===== src/rtl/uart_pkg.sv =====
// Shared types and constants for the UART receiver.
package uart_pkg;

  localparam int unsigned OVERSAMPLE = 16;
  localparam int unsigned TICK_W     = 4;
  localparam int unsigned IDX_W      = 4;

  // ST_BREAK holds after a framing error until the line returns high.
  typedef enum logic [2:0] {
    ST_IDLE   = 3'd0,
    ST_START  = 3'd1,
    ST_DATA   = 3'd2,
    ST_PARITY = 3'd3,
    ST_STOP   = 3'd4,
    ST_BREAK  = 3'd5
  } rx_state_e;

  typedef enum logic [1:0] {
    PAR_NONE   = 2'd0,
    PAR_EVEN   = 2'd1,
    PAR_ODD    = 2'd2,
    PAR_NONE_3 = 2'd3
  } parity_mode_e;

endpackage


===== src/rtl/uart_baud_tick.sv =====
// Oversample enable generator: one-cycle tick every CLK_HZ/(BAUD*16) clocks.
module uart_baud_tick
  import uart_pkg::*;
#(
  parameter int unsigned CLK_HZ = 50000000,
  parameter int unsigned BAUD   = 9600
) (
  input  logic clk_i,
  input  logic rst_n_i,
  output logic tick_o
);

  localparam int unsigned DIV_RAW = CLK_HZ / (BAUD * OVERSAMPLE);
  localparam int unsigned DIV     = (DIV_RAW < 1) ? 1 : DIV_RAW;
  localparam int unsigned CNT_W   = (DIV > 1) ? $clog2(DIV) : 1;

  logic [CNT_W-1:0] cnt_q, cnt_d;
  logic             tick_q, tick_d;

  // Divider counter wraps at DIV-1 and flags the wrap as the tick.
  always_comb begin
    cnt_d  = cnt_q + CNT_W'(1);
    tick_d = 1'b0;
    if (cnt_q == CNT_W'(DIV - 1)) begin
      cnt_d  = '0;
      tick_d = 1'b1;
    end
  end

  // Divider state register.
  always_ff @(posedge clk_i or negedge rst_n_i) begin
    if (!rst_n_i) begin
      cnt_q  <= '0;
      tick_q <= 1'b0;
    end else begin
      cnt_q  <= cnt_d;
      tick_q <= tick_d;
    end
  end

  assign tick_o = tick_q;

endmodule


===== src/rtl/uart_rx_gen.sv =====
// 16x oversampling UART receiver with valid/ready output and overrun flag.
// Optional parity checking is built when UART_RX_PARITY_EN is defined.
module uart_rx_gen
  import uart_pkg::*;
#(
  parameter int unsigned CLK_HZ    = 50000000,
  parameter int unsigned BAUD      = 9600,
  parameter int unsigned DATA_BITS = 8,
  parameter int unsigned STOP_BITS = 1
) (
  input  logic                 CLK50MHz,
  input  logic                 RESET,
  input  logic                 RX,
  input  logic [1:0]           PARITY_MODE,
  output logic [DATA_BITS-1:0] DATA,
  output logic                 DATA_VALID,
  input  logic                 DATA_READY,
  output logic                 FRAME_ERR,
  output logic                 PARITY_ERR,
  output logic                 OVERRUN,
  output logic                 BUSY
);

  logic                 baud_tick;
  logic [1:0]           sync_q;
  logic                 rx_s;
  rx_state_e            state_q, state_d;
  logic [TICK_W-1:0]    tick_cnt_q, tick_cnt_d;
  logic [IDX_W-1:0]     bit_idx_q, bit_idx_d;
  logic [DATA_BITS-1:0] shreg_q, shreg_d;
  logic                 ferr_acc_q, ferr_acc_d;
  logic                 perr_acc_q, perr_acc_d;
  logic [DATA_BITS-1:0] data_q, data_d;
  logic                 valid_q, valid_d;
  logic                 ferr_q, ferr_d;
  logic                 perr_q, perr_d;
  logic                 ovr_q, ovr_d;
  logic                 busy_q, busy_d;
  logic                 mid_c, done_c, hs_c, par_on_c;

  uart_baud_tick #(
    .CLK_HZ (CLK_HZ),
    .BAUD   (BAUD)
  ) u_baud_tick (
    .clk_i   (CLK50MHz),
    .rst_n_i (RESET),
    .tick_o  (baud_tick)
  );

  assign rx_s = sync_q[1];

`ifdef UART_RX_PARITY_EN
  assign par_on_c = (PARITY_MODE == PAR_EVEN) || (PARITY_MODE == PAR_ODD);
`else
  logic unused_parity_mode;
  assign unused_parity_mode = ^PARITY_MODE;
  assign par_on_c = 1'b0;
`endif

  // Frame FSM, then output/handshake register next-state.
  always_comb begin
    state_d    = state_q;
    tick_cnt_d = tick_cnt_q;
    bit_idx_d  = bit_idx_q;
    shreg_d    = shreg_q;
    ferr_acc_d = ferr_acc_q;
    perr_acc_d = perr_acc_q;
    done_c     = 1'b0;
    mid_c      = baud_tick && (tick_cnt_q == TICK_W'(OVERSAMPLE - 1));

    case (state_q)
      ST_IDLE: begin
        if (baud_tick && !rx_s) begin
          state_d    = ST_START;
          tick_cnt_d = '0;
        end
      end
      ST_START: begin
        if (baud_tick) begin
          if (tick_cnt_q == TICK_W'(OVERSAMPLE / 2 - 1)) begin
            tick_cnt_d = '0;
            if (!rx_s) begin
              state_d    = ST_DATA;
              bit_idx_d  = '0;
              ferr_acc_d = 1'b0;
              perr_acc_d = 1'b0;
            end else begin
              state_d = ST_IDLE;
            end
          end else begin
            tick_cnt_d = tick_cnt_q + TICK_W'(1);
          end
        end
      end
      ST_DATA: begin
        if (baud_tick) tick_cnt_d = tick_cnt_q + TICK_W'(1);
        if (mid_c) begin
          shreg_d   = {rx_s, shreg_q[DATA_BITS-1:1]};
          bit_idx_d = bit_idx_q + IDX_W'(1);
          if (bit_idx_q == IDX_W'(DATA_BITS - 1)) begin
            bit_idx_d = '0;
            state_d   = par_on_c ? ST_PARITY : ST_STOP;
          end
        end
      end
`ifdef UART_RX_PARITY_EN
      ST_PARITY: begin
        if (baud_tick) tick_cnt_d = tick_cnt_q + TICK_W'(1);
        if (mid_c) begin
          // Even: parity bit equals XOR of data; odd: its inverse.
          perr_acc_d = rx_s ^ (^shreg_q) ^ (PARITY_MODE == PAR_ODD);
          state_d    = ST_STOP;
        end
      end
`endif
      ST_STOP: begin
        if (baud_tick) tick_cnt_d = tick_cnt_q + TICK_W'(1);
        if (mid_c) begin
          ferr_acc_d = ferr_acc_q | ~rx_s;
          bit_idx_d  = bit_idx_q + IDX_W'(1);
          if (bit_idx_q == IDX_W'(STOP_BITS - 1)) begin
            done_c    = 1'b1;
            bit_idx_d = '0;
            state_d   = ferr_acc_d ? ST_BREAK : ST_IDLE;
          end
        end
      end
      ST_BREAK: begin
        if (rx_s) state_d = ST_IDLE;
      end
      default: state_d = ST_IDLE;
    endcase

    data_d  = data_q;
    valid_d = valid_q;
    ferr_d  = ferr_q;
    perr_d  = perr_q;
    ovr_d   = ovr_q;
    hs_c    = valid_q && DATA_READY;

    if (hs_c) begin
      valid_d = 1'b0;
      ovr_d   = 1'b0;
    end
    if (done_c) begin
      if (!valid_q || hs_c) begin
        data_d  = shreg_q;
        valid_d = 1'b1;
        ferr_d  = ferr_acc_d;
`ifdef UART_RX_PARITY_EN
        perr_d  = perr_acc_q;
`else
        perr_d  = 1'b0;
`endif
      end else begin
        ovr_d = 1'b1;
      end
    end
    busy_d = (state_d != ST_IDLE);
  end

  // All state, synchronizer and output registers.
  always_ff @(posedge CLK50MHz or negedge RESET) begin
    if (!RESET) begin
      sync_q     <= 2'b11;
      state_q    <= ST_IDLE;
      tick_cnt_q <= '0;
      bit_idx_q  <= '0;
      shreg_q    <= '0;
      ferr_acc_q <= 1'b0;
      perr_acc_q <= 1'b0;
      data_q     <= '0;
      valid_q    <= 1'b0;
      ferr_q     <= 1'b0;
      perr_q     <= 1'b0;
      ovr_q      <= 1'b0;
      busy_q     <= 1'b0;
    end else begin
      sync_q     <= {sync_q[0], RX};
      state_q    <= state_d;
      tick_cnt_q <= tick_cnt_d;
      bit_idx_q  <= bit_idx_d;
      shreg_q    <= shreg_d;
      ferr_acc_q <= ferr_acc_d;
      perr_acc_q <= perr_acc_d;
      data_q     <= data_d;
      valid_q    <= valid_d;
      ferr_q     <= ferr_d;
      perr_q     <= perr_d;
      ovr_q      <= ovr_d;
      busy_q     <= busy_d;
    end
  end

  assign DATA       = data_q;
  assign DATA_VALID = valid_q;
  assign FRAME_ERR  = ferr_q;
  assign PARITY_ERR = perr_q;
  assign OVERRUN    = ovr_q;
  assign BUSY       = busy_q;

endmodule


===== config.mk =====
export PLATFORM = sky130hd
export DESIGN_NAME = uart_rx_gen
export DESIGN_NICKNAME = d
export VERILOG_FILES = /design/src/rtl/uart_pkg.sv /design/src/rtl/uart_baud_tick.sv /design/src/rtl/uart_rx_gen.sv
export SDC_FILE = /design/constraint.sdc
export NUM_CORES = 1
export LEC_CHECK = 0
export ABC_AREA = 1
export CORE_AREA = 2 2 75 77
export DETAILED_ROUTE_END_ITERATION = 7
export DIE_AREA = 0 0 77 79
export GPL_ROUTABILITY_DRIVEN = 0
export SYNTH_ARGS = -nofsm -noshare
export SYNTH_HDL_FRONTEND = slang
export SYNTH_SLANG_ARGS = --single-unit

===== constraint.sdc =====
create_clock -name CLK50MHz -period 1.8 [get_ports CLK50MHz]
set_input_delay 0.27 -clock CLK50MHz [delete_from_list [all_inputs] [get_ports CLK50MHz]]
set_output_delay 0.27 -clock CLK50MHz [all_outputs]
set_load 0.02 [all_outputs]

==> results of run 1 <==
worst reg2reg max path: cells and delay by family, from the launching register on:
kind / cells / cell delay, ps
fa+ha+maj: 1 / 150
simple gates: 5 / 540
compound gates: 1 / 50
flops: 1 / 440
buf+inv: 2 / 230
synth_stat cells, types with 2 or more instances:
cell type | count | area share
nand2_1 | 69 | 0.12
o21ai_0 | 12 | 0.027
nand2_2 | 4 | 0.011
dfrtp_1 | 42 | 0.48
a21oi_1 | 3 | 0.0068
nor3_1 | 2 | 0.0045
ha_1 | 5 | 0.028
dfstp_2 | 2 | 0.024
o21ai_2 | 8 | 0.032
nand3b_1 | 2 | 0.0068
inv_1 | 37 | 0.063
nand3_1 | 18 | 0.041
buf_4 | 2 | 0.0068
xnor2_1 | 4 | 0.016
nand4_1 | 5 | 0.014
nor2_1 | 24 | 0.041
nor2_2 | 2 | 0.0057
nor2_4 | 4 | 0.020
xor2_1 | 3 | 0.012
inv_4 | 2 | 0.0057
cell usage in the layout (no fill, tap or decap), types with 3 or more instances in the layout:
| cell | n |
|---|---|
| a21oi_1 | 3 |
| buf_4 | 4 |
| clkbuf_8 | 6 |
| clkdlybuf4s50_1 | 14 |
| dfrtp_1 | 42 |
| ha_1 | 5 |
| inv_1 | 37 |
| nand2_1 | 69 |
| nand2_2 | 4 |
| nand3_1 | 18 |
| nand4_1 | 5 |
| nor2_1 | 24 |
| nor2_4 | 4 |
| o21ai_0 | 12 |
| o21ai_2 | 8 |
| xnor2_1 | 4 |
| xor2_1 | 3 |
final timing paths:
kind                       slack (ps)                  end  cells past startpoint                      from
max in group asynchronous         760  sync_q[1]$_DFF_PN1_                      3                     RESET
min in group asynchronous         450  DATA[5]$_DFFE_PN0P_                      2                     RESET
max                               260            FRAME_ERR                      1     FRAME_ERR$_DFFE_PN0P_
min                               360  sync_q[1]$_DFF_PN1_                      0       sync_q[0]$_DFF_PN1_
max reg2reg                       290  DATA[6]$_DFFE_PN0P_                      9  bit_idx_q[0]$_DFFE_PN0P_
min reg2reg                       360  sync_q[1]$_DFF_PN1_                      0       sync_q[0]$_DFF_PN1_
registers in the layout, summed over array words and instances (netlist names):
signal	cells
BUSY	1
DATA	8
DATA_VALID	1
FRAME_ERR	1
OVERRUN	1
bit_idx_q	4
ferr_acc_q	1
shreg_q	8
state_q	3
sync_q	2
tick_cnt_q	4
u_baud_tick.cnt_q	9
u_baud_tick.tick_o	1
cell families after synthesis:
family          Yosys count  synth area share
compound gates           25            0.0767
fa+ha+maj                 5            0.0284
simple gates            133             0.278
other cells               1           0.00170
flops                    44             0.501
buf+inv                  43            0.0863
xor+xnor                  7            0.0278
routing by layer:
metal,vias up,global-route usage,routed length (µm)
met5,-,0,0
met4,0,0.0321,38
met3,5,0.0307,87
met2,11,0.224,1700
met1,736,0.172,1750
li1,846,-,-
what timing repair did:
| action | CTS | global route |
|---|---|---|
| endpoints found under the setup margin | 0 | 0 |
| hold buffers | 1 | 0 |
| endpoints found under the hold margin | 16 | 0 |
where the power goes:
| part | internal [µW] | switching (µW) | total, µW |
|---|---|---|---|
| Clock | 312 | 313 | 624 |
| Combinational | 33.3 | 46.4 | 79.7 |
| Sequential | 1000 | 7.00 | 1010 |
area by class of cell:
cell class | instances | area share
Clock buffer | 7 | 0.0340
Sequential cell | 44 | 0.435
Timing Repair Buffer | 20 | 0.0730
Clock inverter | 1 | 0.00296
Inverter | 40 | 0.0611
Tap cell | 72 | 0.0355
Multi-Input combinational cell | 171 | 0.358
through the flow:
| step | worst slack [ps] | utilization | cell area (µm²) | hold slack [ps] | std cells |
|---|---|---|---|---|---|
| floorplan | 363 | - | 2200 | -25.6 | 258 |
| global placement | 284 | 0.456 | 2430 | 223 | 346 |
| detailed placement | 286 | 0.456 | 2430 | 226 | 346 |
| CTS | 238 | 0.475 | 2540 | 365 | 355 |
| global route | 150 | 0.475 | 2540 | 370 | 355 |
| finish | 260 | 0.475 | 2540 | 362 | 355 |
==> qor.yml, run 1 <==
cts:
  numCtsBuffers: 5
  cts_tree: "built"
  post_cts_resized: 0
  cts_max_level: 2
  clk_pin_slew_worst_paths_ps: 80
  clkLatencyLatePin_ps: 290
  root_buffer: "clkbuf_8"
  cts.path.max_buffers: 2
  cts_sinks: 44
  postCtsSetupRepairBufs: 0
global_route:
  grt_pass1_vias: 1529
  grt_pass1_wl_um: 6510
  grt_overflow: 0
  grt_max_degree: 20
  gr-usage-all-layers: 0.132
  antenna_found_initial: 0
power:
  power_density_nw_per_um2: 675
  p_leak_uw: 0.00128
  ir_drop_uv: 493
  fin_total_pwr_uw: 1710
worst_setup_path:
  critPathMaxStageDelay_ps: 610
  worstPathRequired_ps: 1530
  cp_cell_sequence: "clkdlybuf4s50_1"
  path_delay_family: "buffers and inverters"
  crit_path_end_kind: "primary output"
  cp_slowest_cell: "clkdlybuf4s50_1"
  cp-start-kind: "flip-flop"
  path_buf_inv: 1
  critPathMaxFanout: 2
  path_class: "reg2out"
  arrival_ps: 1270
placement:
  port_buffers: 15
  post-dp-hpwl_um: 2780
route:
  routed_wl_um: 3580
  detail-route-antenna-nets: 0
  drtIter0Drc: 86
  vias: 1598
  viasPerCell: 4.50
  wl_per_cell_um: 10.1
  dr.pass1.iters: 5
  drc: 0
die:
  dieArea_um2: 6080
  dieHeight_um: 79
  io_pins: 19
  start_util: 0.413
  core_area_um2: 5340
  num_rows: 27
  fp.dieW_um: 77
synth:
  yosys_warnings: 0
  synth_cell_types: 28
  netlist_instances: 258
  synth.net_count: 269
  synth_edf_count: 0
  syn_area_per_cell_um2: 8.54
  netlist_area_um2: 2200
  async_flop_share: 1.00
  synth_ff_type: "dfrtp_1"
  synth-seq-area-share: 0.501
  synth_seq_cells: 44
layout:
  seqCellArea_um2: 1100
  n_antenna_cell: 0
  drive_above_1_share: 0.134
  num-fill-cells: 544
  syn2layout_area_growth_pct: 15.2
  multi_input_area_um2: 910
  fin_nets: 293
sta:
  finalCritPeriodShare: 0.856
  fmax_ghz: 0.649
  rsz0062_at_grt: "no"
  slew_viol_final: 0
  finalSetupTns_ps: 0
  finClkSkew_ps: 5.50
  min_period_ps: 1540
  hold_violations: 0
  setup_viol: 0
status:
  status: "finished, final reports clean"
flow_run:
  maxCapViolCount: 0
hold_path:
  hp-class: "reg2reg"
Power figures use the tool's default switching activity.
==> run 2: changes to the inputs <==
GPL_TIMING_DRIVEN = 1   (was not set)
==> results of run 2 <==
The final DEF is identical to that of run 1; final timing and power are the same.
==> run 3: changes to the inputs <==
MAX_ROUTING_LAYER = met4   (was not set)
SETUP_SLACK_MARGIN = 0.5   (was not set)
==> qor.yml, run 3 (same netlist as run 1, synthesis figures left out) <==
worst_setup_path:
  cp-start-kind: "flip-flop"
  timing.rr.end: "DATA[2]$_DFFE_PN0P_"
  crit_path_end: "DATA[2]$_DFFE_PN0P_"
  cp_slowest_cell: "dfrtp_1"
  r2r_cells: 8  # -1
  r2r_slack_ps: 390  # +100 ps
  arrival_ps: 1610  # +340 ps
  cp_cell_sequence: "nor2_2 -> nand2_2 -> inv_4 -> nand3_4 -> nor2_4 -> inv_6 -> nand2_1 -> o21ai_2"
  r2r-start: "state_q[1]$_DFF_PN0_"
  cp-startpoint: "state_q[1]$_DFF_PN0_"
  path_class: "reg2reg"
  crit_path_end_kind: "flip-flop"
  worstPathRequired_ps: 1990  # +460 ps
  critPathMaxFanout: 17  # +15
  critPathMaxStageDelay_ps: 450  # -160 ps
die:
  dieHeight_um: 79  # unchanged
  dieArea_um2: 6080  # unchanged
  num_rows: 27  # unchanged
  io_pins: 19  # unchanged
  fp.dieW_um: 77  # unchanged
  core_area_um2: 5340  # unchanged
  start_util: 0.413  # unchanged
flow_run:
  maxCapViolCount: 0  # unchanged
sta:
  tightest_slew_ps: 528
  rsz0062_at_grt: "yes"
  finClkSkew_ps: 4.95  # -0.555 ps
  relSlewSlack: 0.648
  min_period_ps: 1410  # -127 ps
  hold_violations: 0  # unchanged
  slew_viol_final: 0  # unchanged
  setup_viol: 0  # unchanged
  finalSetupTns_ps: 0  # unchanged
  finalCritPeriodShare: 0.785  # -0.0708
  fmax_ghz: 0.708  # +9.0%
global_route:
  gr-usage-all-layers: 0.155  # +0.0226
  grt_overflow: 0  # unchanged
  grt_max_degree: 24  # +20%
  grt_pass1_wl_um: 7080  # +8.8%
  antenna_found_initial: 0  # unchanged
  grt_pass1_vias: 1572  # +2.8%
cts:
  clk_pin_slew_worst_paths_ps: 80  # about the same
  numCtsBuffers: 5  # unchanged
  cts_tree: "built"
  cts_max_level: 2  # unchanged
  clkLatencyLatePin_ps: 300  # about the same
  cts.path.max_buffers: 2  # unchanged
  cts_sinks: 44  # unchanged
  root_buffer: "clkbuf_8"
layout:
  syn2layout_area_growth_pct: 32.5
  largest-register: "u_baud_tick.cnt_q"
  largest_reg_flops: 9  # unchanged
  n_antenna_cell: 0  # unchanged
  drive_above_1_share: 0.361  # +0.227
  layout_common_cells: "nand2_1, dfrtp_1, inv_1"
  layout_commonest_cell: "nand2_1"
  postLayoutCellArea_um2: 2920  # +15%
  fin_nets: 312  # +6.5%
power:
  power_density_nw_per_um2: 593  # -12%
  p_leak_uw: 0.00151  # +18%
  ir_drop_uv: 487  # -1.3%
route:
  vias: 1711  # +7.1%
  routed_wl_um: 4180  # +17%
  viasPerCell: 4.57  # +1.6%
  detail-route-antenna-nets: 0  # unchanged
  drc: 0  # unchanged
  wl_per_cell_um: 11.2  # +11%
  dr.pass1.iters: 4  # -1
  drtIter0Drc: 39  # -55%
placement:
  placed_area_um2: 2450  # +0.62%
  port_buffers: 15  # unchanged
  post-dp-hpwl_um: 2750  # -1.0%
hold_path:
  hp-class: "reg2reg"
status:
  status: "finished, final reports clean"
## run 3: cell types whose count changed in the layout (fill, tap and decap cells not counted), sizes merged
cell | previous run | this run
buf | 5 | 23
clkdlybuf4s50 | 14 | 2
clkbuf | 7 | 9
clkdlybuf4s15 | 0 | 7
dlygate4sd2 | 0 | 4
## run 3: layout make-up
cell class	count	area (µm²)
fill	508	2420
inverter	40	158
multi-input combinational	171	1110
sequential	44	1110
clock buffer	7	86.3
timing repair buffer	39	359
tap	72	90.1
clock inverter	1	7.51
## run 3: routing by layer
layer / GRT usage / vias to the layer above / wire, µm
met1: 0.194 / 800 / 1920
met4: 0.0768 / 0 / 77
li1: - / 888 / -
met5: - / - / 0
met3: 0.0330 / 6 / 103
met2: 0.240 / 17 / 2080
## run 3: stage by stage
| stage | worst slack, ps | util | hold WS (ps) | total power [µW] | std cells |
|---|---|---|---|---|---|
| detailed placement | 294 | 0.459 | 279 | 1110 | 345 |
| finish | 387 | 0.547 | 358 | 1730 | 374 |
| global placement | 311 | 0.459 | 272 | 1110 | 345 |
| global route | 289 | 0.547 | 362 | 1800 | 374 |
| floorplan | 368 | - | -25.6 | 1060 | 258 |
| CTS | 377 | 0.502 | 359 | 1750 | 364 |
## run 3: how the worst min path moves through the flow
stage,start,to,slack (ps),cells past startpoint
after floorplan,RESET,BUSY$_DFF_PN0_,-30,0
after global placement,RESET,shreg_q[4]$_DFFE_PN0P_,270,1
after detailed placement,RESET,shreg_q[4]$_DFFE_PN0P_,280,1
after CTS,sync_q[0]$_DFF_PN1_,sync_q[1]$_DFF_PN1_,360,0
after global routing,sync_q[0]$_DFF_PN1_,sync_q[1]$_DFF_PN1_,360,0
final,sync_q[0]$_DFF_PN1_,sync_q[1]$_DFF_PN1_,360,0
## run 3: report_power, final
part / leakage (µW) / switching, µW / total [µW] / internal (µW)
combinational: 0.000891 / 48.3 / 77.3 / 29.0
sequential: 0.000571 / 7.24 / 1010 / 1000
clock: 0.0000445 / 332 / 644 / 312
## run 3: timing repair
action,in CTS,in global routing
hold buffers,1,0
cloned,0,1
endpoints found under the setup margin,49,44
setup buffers,10,9
gates resized for setup,33,61
pin swaps,9,13
endpoints found under the hold margin,21,0
## run 3: critical path, delay by kind of cell, from the launching register on
kind / cells / cell delay [ps]
AND/OR/NAND/NOR: 5 / 610
buffers and inverters: 2 / 200
flip-flops: 1 / 450
AO/OA/AOI/OAI: 1 / 50
